File: src/rtl/cap_dout.sv
// Serial capture of a DUT's dout into a word FIFO, read by a four-phase host handshake.
// Optional CAP_STATUS_EN compiles in the fn=3 status read (count/armed/ovf).
//
// state    | meaning
// ---------+-----------------------------------------------------------
// IDLE     | waiting for req with a matching id
// EXEC     | one cycle: perform fn, load rdata/rerr
// ACK      | ack=1, response held until host drops req
// WAIT_LOW | one-cycle gap before accepting the next request
module cap_dout #(
    parameter int ID    = 0,
    parameter int WIDTH = 32,
    parameter int DEPTH = 8
) (
    input  logic        clk,
    input  logic        rst,
    input  logic        dout,
    input  logic        req,
    input  logic [7:0]  id,
    input  logic [1:0]  fn,
    output logic        ack,
    output logic [31:0] rdata,
    output logic        rerr
);

    localparam int             AW       = $clog2(DEPTH);
    localparam logic [5:0]     LAST_BIT = 6'(WIDTH - 1);
    localparam logic [AW:0]    FULL_CNT = (AW + 1)'(DEPTH);
    localparam logic [AW:0]    CNT_ONE  = (AW + 1)'(1);
    localparam logic [AW-1:0]  PTR_ONE  = (AW)'(1);

    typedef enum logic [1:0] {S_IDLE, S_EXEC, S_ACK, S_WAIT_LOW} state_t;

    state_t            state_q, state_d;
    logic              ack_q, ack_d;
    logic [31:0]       rdata_q, rdata_d;
    logic              rerr_q, rerr_d;
    logic              armed_q, armed_d;
    logic              ovf_q, ovf_d;
    logic [5:0]        bitcnt_q, bitcnt_d;
    logic [WIDTH-1:0]  shreg_q, shreg_d;
    logic [AW-1:0]     rd_ptr_q, rd_ptr_d;
    logic [AW-1:0]     wr_ptr_q, wr_ptr_d;
    logic [AW:0]       count_q, count_d;
    logic              req_block_q, req_block_d;
    logic [WIDTH-1:0]  mem [DEPTH];

    logic [WIDTH-1:0]  word;
    logic [31:0]       rd_word;
    logic              push, push_ok, pop, arm_cmd, disarm_cmd;

    always_comb begin
        state_d     = state_q;
        ack_d       = ack_q;
        rdata_d     = rdata_q;
        rerr_d      = rerr_q;
        armed_d     = armed_q;
        ovf_d       = ovf_q;
        bitcnt_d    = bitcnt_q;
        shreg_d     = shreg_q;
        rd_ptr_d    = rd_ptr_q;
        wr_ptr_d    = wr_ptr_q;
        count_d     = count_q;
        req_block_d = req_block_q & req;
        word        = shreg_q;
        rd_word     = '0;
        push        = 1'b0;
        push_ok     = 1'b0;
        pop         = 1'b0;
        arm_cmd     = 1'b0;
        disarm_cmd  = 1'b0;

        if (armed_q) begin
            for (int i = 0; i < WIDTH; i++) begin
                if (bitcnt_q == 6'(i)) word[i] = dout;
            end
            shreg_d = word;
            if (bitcnt_q == LAST_BIT) begin
                push     = 1'b1;
                bitcnt_d = 6'd0;
            end else begin
                bitcnt_d = bitcnt_q + 6'd1;
            end
        end

        rd_word[WIDTH-1:0] = mem[rd_ptr_q];

        case (state_q)
            S_IDLE: begin
                if (req && !req_block_q && id == 8'(ID)) state_d = S_EXEC;
            end
            S_EXEC: begin
                state_d = S_ACK;
                ack_d   = 1'b1;
                rdata_d = '0;
                rerr_d  = 1'b0;
                case (fn)
                    2'd0: begin
                        if (count_q != '0) begin
                            pop     = 1'b1;
                            rdata_d = rd_word;
                        end else begin
                            rerr_d = 1'b1;
                        end
                    end
                    2'd1: arm_cmd = 1'b1;
                    2'd2: disarm_cmd = 1'b1;
                    default: begin
`ifdef CAP_STATUS_EN
                        rdata_d = {22'd0, ovf_q, armed_q, 8'(count_q)};
`else
                        rerr_d = 1'b1;
`endif
                    end
                endcase
            end
            S_ACK: begin
                if (!req) begin
                    state_d = S_WAIT_LOW;
                    ack_d   = 1'b0;
                    rdata_d = '0;
                    rerr_d  = 1'b0;
                end
            end
            default: state_d = S_IDLE;
        endcase

        // A pop frees a slot in the same cycle, so a full FIFO still accepts the push.
        push_ok = push && (count_q != FULL_CNT || pop);
        if (push && !push_ok) ovf_d = 1'b1;
        if (push_ok) wr_ptr_d = wr_ptr_q + PTR_ONE;
        if (pop)     rd_ptr_d = rd_ptr_q + PTR_ONE;
        case ({push_ok, pop})
            2'b10:   count_d = count_q + CNT_ONE;
            2'b01:   count_d = count_q - CNT_ONE;
            default: count_d = count_q;
        endcase

        // Restart is applied after the capture so a completing word still lands first.
        if (arm_cmd) begin
            armed_d  = 1'b1;
            ovf_d    = 1'b0;
            bitcnt_d = 6'd0;
            shreg_d  = '0;
        end
        if (disarm_cmd) begin
            armed_d  = 1'b0;
            bitcnt_d = 6'd0;
        end
    end

    always_ff @(posedge clk) begin
        if (rst) begin
            state_q     <= S_IDLE;
            ack_q       <= 1'b0;
            rdata_q     <= '0;
            rerr_q      <= 1'b0;
            armed_q     <= 1'b0;
            ovf_q       <= 1'b0;
            bitcnt_q    <= 6'd0;
            shreg_q     <= '0;
            rd_ptr_q    <= '0;
            wr_ptr_q    <= '0;
            count_q     <= '0;
            // A req still high across reset must drop before it can be served.
            req_block_q <= req;
        end else begin
            state_q     <= state_d;
            ack_q       <= ack_d;
            rdata_q     <= rdata_d;
            rerr_q      <= rerr_d;
            armed_q     <= armed_d;
            ovf_q       <= ovf_d;
            bitcnt_q    <= bitcnt_d;
            shreg_q     <= shreg_d;
            rd_ptr_q    <= rd_ptr_d;
            wr_ptr_q    <= wr_ptr_d;
            count_q     <= count_d;
            req_block_q <= req_block_d;
        end
    end

    always_ff @(posedge clk) begin
        if (!rst && push_ok) mem[wr_ptr_q] <= word;
    end

    assign ack   = ack_q;
    assign rdata = rdata_q;
    assign rerr  = rerr_q;

endmodule

File: config.mk
export PLATFORM = sky130hd
export DESIGN_NAME = cap_dout
export DESIGN_NICKNAME = d
export VERILOG_FILES = /design/src/rtl/cap_dout.sv
export SDC_FILE = /design/constraint.sdc
export NUM_CORES = 1
export LEC_CHECK = 0
export BUFFER_PORTS_ARGS = -buffer_cell sky130_fd_sc_hd__buf_2
export CAP_MARGIN = 20
export CORE_ASPECT_RATIO = 0.5
export CORE_MARGIN = 2
export CORE_UTILIZATION = 43
export CTS_BUF_LIST = sky130_fd_sc_hd__clkbuf_2 sky130_fd_sc_hd__clkbuf_4 sky130_fd_sc_hd__clkbuf_8
export DETAILED_ROUTE_END_ITERATION = 10
export PLACE_DENSITY = 0.67
export SLEW_MARGIN = 40
export SYNTH_ARGS = -nofsm -noshare
export SYNTH_HDL_FRONTEND = slang
export SYNTH_SLANG_ARGS = --single-unit
File: constraint.sdc
create_clock -name clk -period 12.9 [get_ports clk]
set_input_delay 2.58 -clock clk [delete_from_list [all_inputs] [get_ports clk]]
set_output_delay 2.58 -clock clk [all_outputs]
set_load 0.1 [all_outputs]
==> Implementation_results.wiki, run 1 <==
{| class="wikitable"
! Metric !! Value
|-
| Result of the run || completed
|-
| Largest net degree at the start of global routing || 65
|-
| Number of buffers added for setup after CTS || 0
|-
| Worst ir drop on vdd || 69.5 uV
|-
| Number of max-slew violations in the final report || 0
|-
| Setup Crit Path Kind || in -> reg
|-
| Drt wl/cell || 19.2 um
|-
| Type of destination of the critical path || register
|-
| Combinational share of power || 2.9%
|-
| Clock-pin slew on the worst setup and hold paths || 0.06 ns
|-
| Pre-CTS worst setup slack || 7.46 ns
|-
| Post-layout nets || 895
|-
| Die outline area || 0.0327 mm^2
|-
| Share of synthesized flip-flops with an asynchronous set or reset || 0%
|-
| Netlist Area Pre-Place || 0.0134 mm^2
|-
| Chip width || 254 um
|-
| Count of H-tree levels built during CTS || 2
|-
| Combined global-route utilization of all metal layers || 16.1%
|-
| Max capacitance violation total || 0
|-
| Worst skew pair latency || 0.57 ns
|-
| Worst slew margin || 52.5%
|-
| Cts bufs inserted || 50
|-
| Core Box Area || 0.0305 mm^2
|-
| Hold wc startpoint || rdata[0]
|-
| Path depth of the worst reg2reg path || 6
|-
| Cell chosen for the clock root || sky130_fd_sc_hd__clkbuf_8
|-
| Psw || 0.442 mW
|-
| Area growth from synthesis to layout || 14.1%
|-
| CTS tree || yes
|-
| Total I/O pin count || 48
|-
| DR iter-0 viols || 567
|-
| Vias in the first global route || 7,110
|-
| Number of routed nets with antenna violations || 0
|-
| Relative contribution of the clock network to total power || 41.1%
|-
| Post-route minimum period || 4.84 ns
|-
| Number of endpoints failing setup at the final stage || 0
|-
| Power per standard cell area || 138 mW/mm^2
|-
| Hold WS || 0.448 ns
|-
| Initial cell density of the core || 43.9%
|-
| Flip-flop cell with the highest count after synthesis || sky130_fd_sc_hd__edfxtp_1
|-
| CTS hold repair buffers || 0
|-
| Number of vias after detailed routing || 6,844
|-
| Number of remaining DRC errors || 0
|-
| PortBufs || 47
|-
| Maximum buffer depth of the clock tree || 3
|-
| Combined flip-flop and latch cell area || 0.00948 mm^2
|-
| Seq/Total Area, Yosys || 70.6%
|-
| CP Data Required Time || 13.09 ns
|-
| Core utilization of the finished layout || 50.2%
|-
| Worst min-delay path category || reg -> reg
|-
| Number of rows created at floorplan || 45
|-
| Pint || 1.67 mW
|-
| Reg power frac || 56.1%
|-
| Period Utilization, post-route || 37.5%
|-
| Number of gates given a new drive strength after cts || 0
|-
| Via density per instance || 5.16
|-
| Launching point of the worst reg2reg path || bitcnt_q[0]
|-
| Mapped Nets || 822
|-
| Ratio of cells with drive above 1 in the final layout || 28.8%
|-
| Source of the critical timing path || fn[0]
|-
| Antenna diode count || 0
|-
| Timing-limited maximum frequency || 0.207 GHz
|-
| Mean post-synth cell area || 16.9 um^2
|-
| Gate count of the mapped netlist || 792
|-
| Number of antenna violations at the first check in global routing || 0
|-
| Unrepaired setup endpoints after global routing || no
|-
| Grt total ovfl || 0
|-
| Leak || 5.09 nW
|-
| Register bit total from synthesis || 345
|-
| Area of the multi-input gates || 0.00378 mm^2
|-
| Count of flip-flops with a built-in enable after synthesis || 256
|-
| HPWL after DPL || 15,800 um
|-
| DRT Wirelength || 25,500 um
|-
| Synth unique cells || 48
|-
| Critical Path Start Type || primary input
|-
| TritonRoute pass-1 iters || 4
|-
| Fraction of power spent switching nets || 21.0%
|-
| Crit path arrival time || 5.03 ns
|-
| Worst Clk Skew || 0.0283 ns
|-
| Die height || 129 um
|-
| Hold violation total from the final report || 0
|-
| Worst Max-Slew Pin Slew || 0.707 ns
|-
| Total negative slack || 0 ns
|-
| Hold-critical path depth || 2
|-
| First-pass GRT wire length || 40,100 um
|-
| Clock net sink count || 345
|-
| Largest fanout on the critical path || 23
|-
| Number of fill cells in the layout || 2,514
|-
| Post-route worst setup slack || 8.06 ns
|-
| Final Power || 2.11 mW
|-
| Final RePlAce weighted congestion || 0.737
|-
| Syn. warnings || 0
|}
[cell usage after synthesis, types with 3 or more instances]
cell type                  count  area (um^2)
sky130_fd_sc_hd__clkbuf_2      3         15.0
sky130_fd_sc_hd__mux2i_1      34          340
sky130_fd_sc_hd__dfxtp_1      89         1780
sky130_fd_sc_hd__nand4_1       4         25.0
sky130_fd_sc_hd__and4bb_2      4         50.1
sky130_fd_sc_hd__xor2_1        6         52.6
sky130_fd_sc_hd__buf_1         4         15.0
sky130_fd_sc_hd__nor4_1        3         18.8
sky130_fd_sc_hd__mux2_1        4         45.0
sky130_fd_sc_hd__inv_1        13         48.8
sky130_fd_sc_hd__mux4_2       64         1440
sky130_fd_sc_hd__mux2_2       32          360
sky130_fd_sc_hd__edfxtp_1    256         7690
sky130_fd_sc_hd__ha_1         15          188
sky130_fd_sc_hd__clkbuf_1     21         78.8
sky130_fd_sc_hd__o21ai_0      37          185
sky130_fd_sc_hd__nor2_1       33          124
sky130_fd_sc_hd__nor2b_1      36          225
sky130_fd_sc_hd__nand2b_1      5         31.3
sky130_fd_sc_hd__buf_2        11         55.1
sky130_fd_sc_hd__a21oi_1       9         45.0
sky130_fd_sc_hd__nand3b_1      3         22.5
sky130_fd_sc_hd__nand3_1      21          105
sky130_fd_sc_hd__nand2_1      55          206
[final timing paths]
| kind | to | slack, ns |
|---|---|---|
| worst min-delay path | rdata[0] | 0.45 |
| worst max register to register | mem[0][0] | 9.53 |
| worst min register to register | rdata[0] | 0.45 |
| worst max-delay path | mem[0][0] | 8.06 |
[registers in the layout, indices dropped and copies added (netlist names), 2 cells and up, named ones only]
register and count:
mem 256, rdata 32, shreg_q 32, bitcnt_q 6, count_q 4, rd_ptr_q 3
wr_ptr_q 3, state_q 2
[cells in the final DEF, fill, tap and decap left out, types with 5 or more instances in the layout]
cell type                    n
sky130_fd_sc_hd__edfxtp_1  256
sky130_fd_sc_hd__dfxtp_1    86
sky130_fd_sc_hd__mux4_2     64
sky130_fd_sc_hd__nand2_1    55
sky130_fd_sc_hd__clkbuf_8   51
sky130_fd_sc_hd__buf_2      47
sky130_fd_sc_hd__o21ai_0    37
sky130_fd_sc_hd__nor2b_1    36
sky130_fd_sc_hd__mux2i_1    34
sky130_fd_sc_hd__mux2_2     32
sky130_fd_sc_hd__nor2_1     27
sky130_fd_sc_hd__clkbuf_4   23
sky130_fd_sc_hd__nand3_1    21
sky130_fd_sc_hd__ha_1       15
sky130_fd_sc_hd__inv_1      13
sky130_fd_sc_hd__clkinv_1   12
sky130_fd_sc_hd__a21oi_1     8
sky130_fd_sc_hd__nor2_4      6
sky130_fd_sc_hd__xor2_1      6
sky130_fd_sc_hd__buf_4       6
sky130_fd_sc_hd__nand2b_1    5
sky130_fd_sc_hd__buf_16      5
[cell families (layout without fill, tap and decap cells)]
logic type | after synthesis | in the layout | share of synthesized area (%)
AND/OR/NAND/NOR | 176 | 176 | 6.74
adder cells (fa/ha/maj) | 16 | 16 | 1.55
buffers and inverters | 54 | 166 | 1.73
flip-flops | 345 | 345 | 70.6
XOR/XNOR | 8 | 8 | 0.523
multiplexers | 134 | 134 | 16.3
AO/OA/AOI/OAI | 59 | 59 | 2.55
[worst max-delay path: stages]
cell and delay, ns:
sky130_fd_sc_hd__buf_2 0.11, sky130_fd_sc_hd__inv_1 0.07, sky130_fd_sc_hd__ha_1 0.20, sky130_fd_sc_hd__nand2_1 0.11, sky130_fd_sc_hd__a211oi_1 0.44, sky130_fd_sc_hd__nand2b_1 0.36
sky130_fd_sc_hd__nor4_4 0.62, sky130_fd_sc_hd__buf_4 0.53
[layer usage]
metal	vias up	track usage [%]	part of all wire (%)
li1	3191	-	-
met1	3478	22.9	49
met2	142	25.3	45
met3	33	3.62	4.6
met4	0	4.29	1.5
met5	-	0	0
[metrics by stage]
stage,instance area [um^2],std cells
finish,15300,1327
CTS,15300,1327
global route,15300,1327
floorplan,13400,792
detailed placement,14300,1236
global placement,14100,1229
[power by group through the flow]
stage	clock network (mW)	registers (mW)	logic (mW)
after global routing	0.936	1.18	0.0665
after CTS	0.885	1.18	0.0607
after floorplan	0	1.22	0.0308
final	0.867	1.18	0.0603
after detailed placement	0	1.21	0.0605
after global placement	0	1.21	0.0565
[cell type report]
cell class                      instances  share of cell area [%]
Clock buffer                           74                    5.71
Inverter                               13                   0.319
Tap cell                              423                    3.46
Multi-Input combinational cell        393                    24.7
Clock inverter                         17                   0.817
Sequential cell                       345                    61.9
Timing Repair Buffer                   62                    3.07
Power figures use the tool's default switching activity.
==> inputs of run 2 (changes only) <==
- PLACE_DENSITY: 0.67 -> 0.69
- clock period: 12.9 -> 4.4 ns (I/O delays scaled with it)
==> Implementation_results.wiki, run 2 (synthesis results as in run 1) <==
{| class="wikitable"
! Metric !! Value
|-
| TritonRoute pass-1 iters || 5 (+1)
|-
| Period Utilization, post-route || 65.1%
|-
| Core utilization of the finished layout || 49.9% (-0.21 points)
|-
| Timing-limited maximum frequency || 0.349 GHz
|-
| Number of max-slew violations in the final report || 0 (unchanged)
|-
| Worst Clk Skew || 0.0205 ns (-0.00778 ns)
|-
| Total negative slack || 0 ns (unchanged)
|-
| Total I/O pin count || 48 (unchanged)
|-
| Drt wl/cell || 20.5 um (+7.0%)
|-
| Final RePlAce weighted congestion || 0.743 (+0.86%)
|-
| Met1 global-route usage || 23.2% (+0.27 points)
|-
| CTS hold repair buffers || 0 (unchanged)
|-
| Met2 usage in global routing || 28.2% (+2.9 points)
|-
| CP Data Required Time || 4.66 ns (-8.43 ns)
|-
| Register with the highest flop count || mem
|-
| Antenna diode count || 0 (unchanged)
|-
| Ratio of cells with drive above 1 in the final layout || 29.7% (+0.96 points)
|-
| Master of the slowest instance on the critical path || sky130_fd_sc_hd__nor2_4
|-
| Number of endpoints failing setup at the final stage || 0 (unchanged)
|-
| Number of remaining DRC errors || 0 (unchanged)
|-
| Worst slew margin || 55.3% (+2.8 points)
|-
| Result of the run || completed
|-
| Grt total ovfl || 0 (unchanged)
|-
| Leak || 5.09 nW (+0.12%)
|-
| Commonest cells after routing, fill and taps aside || 256 x sky130_fd_sc_hd__edfxtp_1, 86 x sky130_fd_sc_hd__dfxtp_1, 64 x sky130_fd_sc_hd__mux4_2
|-
| Number of buffers added for setup after CTS || 0 (unchanged)
|-
| GRT busiest layer || met2
|-
| Path depth of the worst reg2reg path || 6 (unchanged)
|-
| Combined global-route utilization of all metal layers || 16.9% (+0.77 points)
|-
| Count of H-tree levels built during CTS || 2 (unchanged)
|-
| Critical Path Start Type || register
|-
| Worst skew pair latency || 0.56 ns (about the same)
|-
| Post-detailed-placement cell area || 0.0142 mm^2 (-0.55%)
|-
| Cell chosen for the clock root || sky130_fd_sc_hd__clkbuf_8
|-
| Largest fanout on the critical path || 19 (-17%)
|-
| Number of fill cells in the layout || 2,520 (+0.24%)
|-
| Die outline area || 0.0327 mm^2 (unchanged)
|-
| Area growth from synthesis to layout || 13.7%
|-
| HPWL after DPL || 17,200 um (+8.8%)
|-
| Met3 GRT Util || 3.10% (-0.53 points)
|-
| Clock net sink count || 345 (unchanged)
|-
| Chip width || 254 um (unchanged)
|-
| Hold-critical path depth || 2 (unchanged)
|-
| Path length in cells of the critical path || 6 (-2)
|-
| Post-route minimum period || 2.87 ns
|-
| Hold violation total from the final report || 0 (unchanged)
|-
| DR iter-0 viols || 482 (-15%)
|-
| Largest net degree at the start of global routing || 34 (-48%)
|-
| Clock-pin slew on the worst setup and hold paths || 0.06 ns (about the same)
|-
| Cts bufs inserted || 48 (-4.0%)
|-
| Unrepaired setup endpoints after global routing || no
|-
| Final instance area || 0.0152 mm^2 (-0.42%)
|-
| First-pass GRT wire length || 41,300 um (+3.0%)
|-
| CTS tree || yes
|-
| Worst ir drop on vdd || 166 uV (+140%)
|-
| Crit path arrival time || 3.12 ns (-1.91 ns)
|-
| Vias in the first global route || 7,006 (-1.5%)
|-
| Via density per instance || 5.24 (+1.6%)
|-
| Number of rows created at floorplan || 45 (unchanged)
|-
| Number of flip-flops under the largest register name || 256 (unchanged)
|-
| Initial cell density of the core || 43.9% (unchanged)
|-
| Core Box Area || 0.0305 mm^2 (unchanged)
|-
| Power per standard cell area || 407 mW/mm^2 (+190%)
|-
| Most frequent standard cell in the layout excluding fill and tap cells || sky130_fd_sc_hd__edfxtp_1
|-
| Setup Crit Path Kind || reg -> reg
|-
| Maximum buffer depth of the clock tree || 3 (unchanged)
|-
| Number of antenna violations at the first check in global routing || 1 (+1)
|-
| Hold WS || 0.450 ns (+0.00217 ns)
|-
| Post-layout nets || 895 (unchanged)
|-
| Maximum cell stage delay along the critical path || 0.54 ns (-0.08 ns)
|-
| Type of destination of the critical path || register
|-
| Max capacitance violation total || 0 (unchanged)
|-
| Ordered cell list for the critical path || ha_1 -> nand3_1 -> a211oi_1 -> nand2_1 -> nor2_4 -> buf_12
|-
| Crit-path leading delay family || simple AND/OR/NAND/NOR gates
|-
| PortBufs || 47 (unchanged)
|-
| Number of routed nets with antenna violations || 0 (unchanged)
|-
| Worst min-delay path category || reg -> reg
|-
| DRT Wirelength || 27,200 um (+7.0%)
|-
| Worst Max-Slew Pin Slew || 0.669 ns (-0.0382 ns)
|-
| Die height || 129 um (unchanged)
|-
| Number of buffer and inverter instances along the worst setup path || 1 (-2)
|-
| Number of vias after detailed routing || 6,957 (+1.7%)
|-
| Number of gates given a new drive strength after cts || 0 (unchanged)
|}
[run 2: final cells by class]
class	instances	area (um^2)	share of cell area [%]
clock buffer	80	938	6.16
tap	423	529	3.47
timing repair buffer	64	383	2.51
clock inverter	10	73.8	0.484
sequential	345	9480	62.2
multi-input combinational	393	3790	24.9
inverter	13	48.8	0.320
[run 2: final timing paths]
path	startpoint	endpoint	slack (ns)
hold / removal	rdata[11]	rdata[11]	0.45
setup reg to reg	bitcnt_q[0]	mem[3][18]	1.53
setup / recovery	bitcnt_q[0]	mem[3][18]	1.53
hold reg to reg	rdata[11]	rdata[11]	0.45
[run 2: per-stage QoR]
stage	cells	setup WS [ns]	total power, mW
after detailed placement	1238	1.08	3.72
after floorplan	792	0.364	3.66
after CTS	1328	1.52	6.26
final	1328	1.53	6.20
after global routing	1328	1.35	6.40
after global placement	1237	1.09	3.70
[run 2: tightest hold or removal path, stage by stage, from the launching register on]
cell                      delay (ns)
sky130_fd_sc_hd__dfxtp_1        0.32
sky130_fd_sc_hd__nand2_1        0.05
sky130_fd_sc_hd__o21ai_0        0.05
[run 2: power by group]
| part | internal [mW] | switching (mW) | leakage, nW | total (mW) |
|---|---|---|---|---|
| sequential | 3.46 | 0.00961 | 3.11 | 3.47 |
| clock | 1.41 | 1.15 | 0.548 | 2.55 |
| combinational | 0.0449 | 0.134 | 1.44 | 0.179 |
[run 2: routing by layer]
layer	part of all wire [%]	vias up	wire [um]
li1	-	3185	-
met1	45	3566	12200
met2	48	169	13200
met3	5.3	37	1440
met4	1.4	0	377
met5	0	-	0
==> inputs of run 3 (changes only) <==
- ABC_AREA: unset -> 1
- clock period: 4.4 -> 2.5 ns (I/O delays scaled with it)
==> Implementation_results.wiki, run 3 <==
{| class="wikitable"
! Metric !! Value
|-
| Result of the run || completed
|-
| Combinational share of power || 4.9% (+2.0 points)
|-
| Largest cells by area after synthesis || sky130_fd_sc_hd__edfxtp_1 56%, sky130_fd_sc_hd__dfxtp_1 13%, sky130_fd_sc_hd__nor2_1 7.1%
|-
| Post-detailed-placement cell area || 0.0148 mm^2 (+4.0%)
|-
| DRT Wirelength || 30,800 um (+13%)
|-
| Reg power frac || 56.4% (+0.5 points)
|-
| Number of remaining DRC errors || 0 (unchanged)
|-
| HPWL after DPL || 18,600 um (+8.2%)
|-
| CTS hold repair buffers || 0 (unchanged)
|-
| Core Box Area || 0.0317 mm^2 (+3.7%)
|-
| Antenna diode count || 0 (unchanged)
|-
| Power per standard cell area || 690 mW/mm^2 (+70%)
|-
| Count of H-tree levels built during CTS || 2 (unchanged)
|-
| Via density per instance || 5.29 (+0.96%)
|-
| Flip-flop cell with the highest count after synthesis || sky130_fd_sc_hd__edfxtp_1
|-
| DR iter-0 viols || 998 (+110%)
|-
| Register with the highest flop count || mem
|-
| Mean post-synth cell area || 11.3 um^2 (-33%)
|-
| Netlist Area Pre-Place || 0.0138 mm^2 (+3.2%)
|-
| Worst Max-Slew Pin Slew || 0.569 ns (-0.100 ns)
|-
| Post-layout nets || 1,312 (+47%)
|-
| Maximum buffer depth of the clock tree || 3 (unchanged)
|-
| Final Power || 10.9 mW (+75%)
|-
| Combined global-route utilization of all metal layers || 18.4% (+1.5 points)
|-
| Cell count after placement || 1,664 (+34%)
|-
| Number of routed nets with antenna violations || 0 (unchanged)
|-
| Core utilization of the finished layout || 49.7% (-0.24 points)
|-
| Initial cell density of the core || 43.7% (-0.22 points)
|-
| Drt wl/cell || 17.6 um (-14%)
|-
| Cts bufs inserted || 48 (unchanged)
|-
| Vias in the first global route || 8,669 (+24%)
|-
| Ratio of cells with drive above 1 in the final layout || 14.8% (-15 points)
|-
| Pint || 8.36 mW (+70%)
|-
| Number of flip-flops under the largest register name || 256 (unchanged)
|-
| Most frequent standard cell in the layout excluding fill and tap cells || sky130_fd_sc_hd__edfxtp_1
|-
| Chip width || 258 um (+1.6%)
|-
| Share of synthesized flip-flops with an asynchronous set or reset || 0% (unchanged)
|-
| Top cell type by total area after synthesis || sky130_fd_sc_hd__edfxtp_1
|-
| Unrepaired setup endpoints after global routing || no
|-
| Die height || 131 um (+1.5%)
|-
| Number of fill cells in the layout || 2,739 (+8.7%)
|-
| Top cells by instance count after synthesis || 260 x sky130_fd_sc_hd__nor2_1, 256 x sky130_fd_sc_hd__edfxtp_1, 132 x sky130_fd_sc_hd__o21ai_0, 89 x sky130_fd_sc_hd__dfxtp_1, 84 x sky130_fd_sc_hd__nand2_1
|-
| Fraction of power spent switching nets || 23.0% (+2.2 points)
|-
| Total I/O pin count || 48 (unchanged)
|-
| Worst skew pair latency || 0.58 ns (+0.02 ns)
|-
| Number of rows created at floorplan || 46 (+2.2%)
|-
| Worst min-delay path category || in -> reg
|-
| Cell chosen for the clock root || sky130_fd_sc_hd__clkbuf_8
|-
| Commonest cells after routing, fill and taps aside || 256 x sky130_fd_sc_hd__edfxtp_1, 252 x sky130_fd_sc_hd__nor2_1, 132 x sky130_fd_sc_hd__o21ai_0
|-
| Number of max-slew violations in the final report || 0 (unchanged)
|-
| Number of gates given a new drive strength after cts || 0 (unchanged)
|-
| Mapped Nets || 1,255 (+53%)
|-
| Psw || 2.50 mW (+94%)
|-
| Crit path arrival time || 2.58 ns (-0.54 ns)
|-
| Setup Crit Path Kind || reg -> reg
|-
| Number of endpoints failing setup at the final stage || 0 (unchanged)
|-
| Combined flip-flop and latch cell area || 0.00948 mm^2 (about the same)
|-
| CP Data Required Time || 2.76 ns (-1.90 ns)
|-
| Critical Path Start Type || register
|-
| Largest fanout on the critical path || 32 (+13)
|-
| Layout Cells excl Fill || 1,754 (+32%)
|-
| Worst ir drop on vdd || 364 uV (+120%)
|-
| Leak || 5.46 nW (+7.3%)
|-
| Post-route minimum period || 2.32 ns (-0.544 ns)
|-
| Clock-pin slew on the worst setup and hold paths || 0.06 ns (about the same)
|-
| PortBufs || 47 (unchanged)
|-
| Grt total ovfl || 0 (unchanged)
|-
| Number of antenna violations at the first check in global routing || 2 (+1)
|-
| Max capacitance violation total || 0 (unchanged)
|-
| Largest net degree at the start of global routing || 104 (+210%)
|-
| Area growth from synthesis to layout || 13.7% (about the same)
|-
| Die outline area || 0.0337 mm^2 (+3.1%)
|-
| Most repeated cell in the gate-level netlist after synthesis || sky130_fd_sc_hd__nor2_1
|-
| TritonRoute pass-1 iters || 5 (unchanged)
|-
| Type of destination of the critical path || register
|-
| Relative contribution of the clock network to total power || 38.8% (-2.4 points)
|-
| Clock net sink count || 345 (unchanged)
|-
| Worst Clk Skew || 0.0203 ns (-0.000234 ns)
|-
| Final RePlAce weighted congestion || 0.800 (+7.6%)
|-
| Timing-limited maximum frequency || 0.431 GHz (+23%)
|-
| Share of the synthesized area in the top cell type || 55.5% (-1.8 points)
|-
| Area of the multi-input gates || 0.00388 mm^2 (+2.3%)
|-
| CTS tree || yes
|-
| Register bit total from synthesis || 345 (unchanged)
|-
| Final instance area || 0.0157 mm^2 (+3.2%)
|-
| Synth unique cells || 38 (-21%)
|-
| Number of buffers added for setup after CTS || 0 (unchanged)
|-
| Hold violation total from the final report || 0 (unchanged)
|-
| Period Utilization, post-route || 92.9% (+28 points)
|-
| Gate count of the mapped netlist || 1,225 (+55%)
|-
| Count of flip-flops with a built-in enable after synthesis || 256 (unchanged)
|-
| Worst slew margin || 62.1% (+6.8 points)
|-
| First-pass GRT wire length || 48,100 um (+16%)
|-
| Syn. warnings || 0 (unchanged)
|-
| Number of vias after detailed routing || 9,277 (+33%)
|-
| Seq/Total Area, Yosys || 68.4% (-2.2 points)
|}
==> run 3: area by class of cell <==
class	instances	share of cell area, %
Clock buffer	64	5.12
Clock inverter	26	0.811
Inverter	65	1.55
Multi-Input combinational cell	743	24.7
Sequential cell	345	60.2
Tap cell	432	3.43
Timing Repair Buffer	79	4.21
==> run 3: power by group through the flow <==
stage	logic, mW	registers (mW)	clock network [mW]
3_5_place_dp	0.542	6.24	0
6_report	0.531	6.12	4.21
2_1_floorplan	0.258	6.32	0
5_1_grt	0.589	6.12	4.55
4_1_cts	0.543	6.12	4.30
3_3_place_gp	0.479	6.24	0
==> run 3: kinds of logic (layout without fill, tap and decap cells) <==
logic type | Yosys count | after routing | share of synthesized area [%]
AO/OA/AOI/OAI | 282 | 282 | 12.0
adder cells (fa/ha/maj) | 16 | 16 | 1.50
multiplexers | 7 | 7 | 0.506
flip-flops | 345 | 345 | 68.4
XOR/XNOR | 5 | 5 | 0.316
AND/OR/NAND/NOR | 433 | 433 | 13.2
buffers and inverters | 137 | 234 | 4.04
==> run 3: worst paths after layout <==
path          startpoint          end  slack (ns)  cells past startpoint
max           state_q[1]    mem[2][6]        0.18                      8
min                  req  req_block_q        0.17                      2
max reg2reg   state_q[1]    mem[2][6]        0.18                      8
min reg2reg  rd_ptr_q[2]     register        0.44                      1
==> run 3: worst max-delay path, cell delays in order (launching register included) <==
cell and delay (ns):
sky130_fd_sc_hd__dfxtp_1 0.33, sky130_fd_sc_hd__inv_1 0.11, sky130_fd_sc_hd__ha_1 0.36, sky130_fd_sc_hd__nand3_4 0.17, sky130_fd_sc_hd__nand2_1 0.13, sky130_fd_sc_hd__nand2_2 0.09, sky130_fd_sc_hd__or2_1 0.38, sky130_fd_sc_hd__nor2_4 0.17
sky130_fd_sc_hd__buf_12 0.25
==> run 3: stage by stage <==
stage          setup slack (ns)  hold WS [ns]  TNS, ns
2_1_floorplan            -0.151         0.412   -27.53
3_3_place_gp              0.119         0.432        0
3_5_place_dp             0.0653         0.435        0
4_1_cts                   0.182         0.142        0
5_1_grt                 0.00124         0.138        0
6_report                  0.179         0.167        0
==> run 3: per-layer routing <==
layer	track usage, %	vias up	share of wire, %	wire [um]
li1	-	4420	-	-
met1	26.8	4495	47	14400
met2	28.6	318	44	13600
met3	3.59	42	7.6	2350
met4	4.42	2	1.3	393
met5	0	-	0.042	13
